$ cat config.mk
export PLATFORM = sky130hd
export DESIGN_NAME = pcler8_count_reg
export DESIGN_NICKNAME = d
export VERILOG_FILES = /design/src/rtl/pcler8_count_reg.sv
export SDC_FILE = /design/constraint.sdc
export NUM_CORES = 1
export LEC_CHECK = 0
export CAP_MARGIN = 40
export CORE_MARGIN = 2
export CORE_UTILIZATION = 43
export DETAILED_ROUTE_END_ITERATION = 8
export PLACE_DENSITY = 0.77
export SLEW_MARGIN = 20
export SYNTH_ARGS = -nofsm -noshare
export SYNTH_HDL_FRONTEND = slang
export SYNTH_SLANG_ARGS = --single-unit
$ cat constraint.sdc
create_clock -name clk -period 1.8 [get_ports clk]
set_input_delay 0.45 -clock clk [delete_from_list [all_inputs] [get_ports clk]]
set_output_delay 0.45 -clock clk [all_outputs]
set_load 0.1 [all_outputs]
$ cat src/rtl/pcler8_count_reg.sv
// Cascadable counter slice: registered count with programmable reload,
// terminal-count pulse, sticky overflow and a one-shot/free-run control FSM.
module pcler8_count_reg #(
    parameter int unsigned      WIDTH      = 8,
    parameter logic [WIDTH-1:0] RELOAD_RST = '0
) (
    input  logic             clk,
    input  logic             rst,
    input  logic             clr,
    input  logic             load,
    input  logic [WIDTH-1:0] din,
    input  logic             en,
    input  logic             cin,
    input  logic             arm,
    input  logic             oneshot,
    input  logic             rl_wr,
    input  logic [WIDTH-1:0] rl_din,
    input  logic             ovf_clr,
    output logic [WIDTH-1:0] q,
    output logic             cout,
    output logic             tc,
    output logic             ovf,
    output logic             busy
);

    typedef enum logic [1:0] {
        IDLE = 2'd0,
        RUN  = 2'd1,
        DONE = 2'd2
    } state_t;

    localparam logic [WIDTH-1:0] ALL_ONES = '1;

    state_t           state;
    state_t           state_next;
    logic [WIDTH-1:0] reload;
    logic             count_c;
    logic             tce_c;

    // Counting is suppressed by clr/load so a cascade never ripples on those cycles
    assign count_c = (state == RUN) && en && cin && !clr && !load;
    assign tce_c   = count_c && (q == ALL_ONES);
    assign cout    = tce_c;
    assign busy    = (state == RUN);

    // State register
    always_ff @(posedge clk) begin
        if (rst) begin
            state <= IDLE;
        end else begin
            state <= state_next;
        end
    end

    // Next-state logic
    always_comb begin
        state_next = state;
        if (clr) begin
            state_next = IDLE;
        end else begin
            unique case (state)
                IDLE:    if (arm) state_next = RUN;
                RUN:     if (tce_c && oneshot) state_next = DONE;
                DONE:    if (arm) state_next = RUN;
                default: state_next = IDLE;
            endcase
        end
    end

    // Count, terminal-count pulse and sticky overflow
    always_ff @(posedge clk) begin
        if (rst) begin
            q   <= '0;
            tc  <= 1'b0;
            ovf <= 1'b0;
        end else begin
            tc <= tce_c;
            if (tce_c) begin
                ovf <= 1'b1;
            end else if (ovf_clr) begin
                ovf <= 1'b0;
            end
            if (clr) begin
                q <= '0;
            end else if (load) begin
                q <= din;
            end else if (count_c) begin
                q <= tce_c ? reload : q + WIDTH'(1);
            end
        end
    end

    // Reload register; a same-cycle TCE still sees the old value
    always_ff @(posedge clk) begin
        if (rst) begin
            reload <= RELOAD_RST;
        end else if (rl_wr) begin
            reload <= rl_din;
        end
    end

endmodule

==> run summary <==
The run finished, with violations left. The final reports fail on negative setup slack. The worst setup path is captured at an output port. The final-report max-slew violation count is 0. The number of H-tree levels is 1.

The global placer's final weighted congestion is between 0.8 and 0.9. The class of the tightest hold or removal check is flop to flop. Sequential cells were found to cover a little under two fifths of the synthesized design area. TritonCTS built the clock tree. The count of mapped cells out of synthesis came out at approximately 120.

The net count reported at finish is 205. When the netlist entered floorplanning its net count stood at 143. The number of max-capacitance violations reported came out at 0. The sink count of the clock tree came out at 20. The core region is approximately 2300 sq um.

The worst hold slack came out at 512 ps. The hold violation count in the final report came out at 0. The flip-flop and latch count after synthesis came out at 20.

The worst hold path startpoint is reload[6]$_SDFFE_PP0P_. The total congestion overflow came out at 0. Of the available clock period, the critical path in the final layout requires 116%. The peak ir drop on the vdd network is approximately 550 uV.

The cell with the most instances after synthesis is sky130_fd_sc_hd__dfxtp_1. The remaining design rule violation count is 0. After synthesis, the share of flip-flops with an asynchronous set or reset is 0%. The largest net degree at the start of global routing is 12.

The detailed-route via count came out at 1,168. The initial DRC count came out at 44. In this run the remaining antenna-violating nets after routing total 0. Summed over all cells, the static leakage comes to 0.000716 uW.

The first-pass GRT wire length came out at 5220 um. At the worst endpoint, the arrival time is around 1600 ps. The die boundary width came out at ~53 um. The maximum clock path buffer count came out at 2. The floorplan row count is 17.

Among all flip-flop cells after synthesis, the most frequent one is sky130_fd_sc_hd__dfxtp_1. The distinct cell type count after synthesis came out at between 40 and 50. The number of flops mapped to enable cells by yosys is 0. The pre-CTS setup slack came out at -661 ps. The overall fraction of global-route tracks in use came out at around 26%.

The worst-case setup margin in the final layout is -289 ps. The root buffer cell is sky130_fd_sc_hd__clkbuf_4. The height of the die came out at 53.5 um. The setup slack of the worst register-to-register path is 170 ps. The peak clock frequency supported by timing came out at around 0.48 GHz. The number of I/O pins came out at 38.

The synthesis warning total is 0. The total CTS buffers is 3. The area growth from synthesis to layout came out at 73.0%.

For the worst-skew pair, the clock arrives at the later sink with an insertion delay of slightly above 300 ps. The number of search-and-repair iterations in the first detailed-routing pass came out at 4. Setup repair after global routing could not meet its margin everywhere.

Along the worst hold path, the cell count comes to 2. The top cell type by area accounts for approximately two fifths of the synthesized area. In this run the critical register-to-register path is launched from q[5]$_SDFFE_PP0P_. The required time at the endpoint of the critical path is 1350 ps. The count of buffers added on input and output ports is 37. The total detailed-routing wirelength came out at approximately 3200 um. For hold timing, the worst endpoint is reload[6]$_SDFFE_PP0P_. Detailed placement ended at an HPWL of between 2000 and 2500 um. The cell depth of the worst flop-to-flop path came out at 5. The clock-pin slew on the worst setup and hold paths came out at between 100 and 150 ps. The share of final-layout standard cells stronger than drive strength 1 came out at 36.2%. The initial core utilization is between 40% and 50%. The worst-case clock skew came out at between 1 and 1.5 ps. The utilization after layout came out at between 80% and 90%. By count the netlist is led by sky130_fd_sc_hd__dfxtp_1, sky130_fd_sc_hd__nor2_1, sky130_fd_sc_hd__mux2i_1. The number of antenna violations at the first check in global routing came out at 0. Setup violations remaining at the end of the flow were counted as 1. The area of the mapped netlist is 1050 sq um. The post-route minimum period came out at between 2000 and 2500 ps. The repair_antennas step left the layout with diodes totalling 0.

In the final routed layout, each cell accounts on average for between 15 and 20 um. The top cell type by total area after synthesis is sky130_fd_sc_hd__dfxtp_1. The type of the setup path with the least slack is flop to output port. The via density per instance is between 5 and 6. The relative slew slack came out at roughly 80%.

The via count of the first global-routing pass is approximately 1,200. Power spread over the standard cell area amounts to 552 nW/um^2. The startpoint class of the critical path is a flop. The post-route total power came out at approximately 1000 uW. For the pin with the worst max-slew slack, the measured transition is about 330 ps. By area the synthesized netlist is led by sky130_fd_sc_hd__dfxtp_1, sky130_fd_sc_hd__mux2i_1, sky130_fd_sc_hd__nor2_1. The highest net fanout along the worst path is 2. The average size of a mapped cell is around 9 sq um. The terminus of the critical flop-to-flop path is state[0]$_SDFFE_PP0P_. The die outline area came out at around 2900 sq um.
==> power by group <==
group / switching, uW / internal (uW) / total [uW]
Sequential: 16.1 / 461 / 477
Clock: 147 / 124 / 271
Combinational: 127 / 131 / 258
==> layout by cell type (no fill, tap or decap), drive strengths merged, types with 2 or more instances in the layout <==
cell           netlist  final
a21boi               2      2
a31oi                3      3
o211ai               2      2
nor3                 3      3
nand3                8      8
nor2                13     13
o21ai                3      3
nand2b               3      3
a21oi                4      4
and2                 3      3
buf                  1     38
nor2b                2      2
nor3b                3      3
o311ai               2      2
o32ai                2      2
and3                 3      3
clkdlybuf4s50        0     21
a41oi                2      2
clkbuf               4      4
mux2i                9      9
nand4                5      5
dlygate4sd2          0      3
nand2                3      3
dfxtp               20     20
==> registers in the layout, summed over array words and instances, names as in the netlist <==
| name | cells |
|---|---|
| tc | 1 |
| ovf | 1 |
| reload | 8 |
| q | 8 |
| state | 2 |
==> worst max-delay path, stage by stage (launching register included) <==
cell and delay, ps:
sky130_fd_sc_hd__dfxtp_2 350, sky130_fd_sc_hd__nor3b_4 190, sky130_fd_sc_hd__nand4_1 150, sky130_fd_sc_hd__or3_4 370
sky130_fd_sc_hd__clkinvlp_4 90, sky130_fd_sc_hd__buf_12 160
==> worst max path at each step <==
stage / slack, ps / startpoint / to / cells past startpoint
after floorplan: -350 / q[2]$_SDFFE_PP0P_ / cout / 3
after global placement: -620 / clr / cout / 6
after detailed placement: -660 / clr / cout / 6
after CTS: -280 / state[1]$_SDFFE_PP0P_ / cout / 5
after global routing: -370 / state[1]$_SDFFE_PP0P_ / cout / 5
final: -290 / state[0]$_SDFFE_PP0P_ / cout / 5
==> through the flow <==
step | area (sq um) | cells | TNS (ps)
after CTS | 1820 | 205 | -278
final | 1820 | 205 | -289
after global placement | 1740 | 197 | -1540
after global routing | 1820 | 205 | -365
after floorplan | 1070 | 116 | -354
after detailed placement | 1740 | 197 | -1950
==> layer usage <==
metal,global-route usage [%],vias to the layer above,share of wire [%]
met3,7.34,6,6.2
met5,0,-,0
li1,-,564,-
met4,5.56,0,0.72
met2,45.5,43,50
met1,30.1,555,43
==> layout make-up <==
cell class | instances | area [sq um]
Clock buffer | 4 | 36.3
Fill cell | 147 | 432
Inverter | 2 | 11.3
Multi-Input combinational cell | 89 | 641
Sequential cell | 20 | 418
Tap cell | 28 | 35.0
Timing Repair Buffer | 62 | 682
==> cells by family (layout without fill, tap and decap cells) <==
family | count (synthesis) | count (layout) | share of synthesized area [%]
xor gates and xnor gates | 1 | 1 | 0.832
adders and majority gates | 1 | 1 | 1.19
and+or+nand+nor | 51 | 51 | 28.1
DFF | 20 | 20 | 38.0
buffers and inverters | 7 | 68 | 3.21
AOI/OAI and AO/OA | 27 | 27 | 20.1
muxes | 9 | 9 | 8.55
==> what timing repair did <==
action / 4_1_cts / 5_1_grt
endpoints found under the setup margin: 1 / 1
buffers inserted: 4 / 0
pin swaps: 4 / 0
gates resized for setup: 12 / 0
hold buffers: 0 / 0
Note: power is estimated with default switching activity, not from simulation.
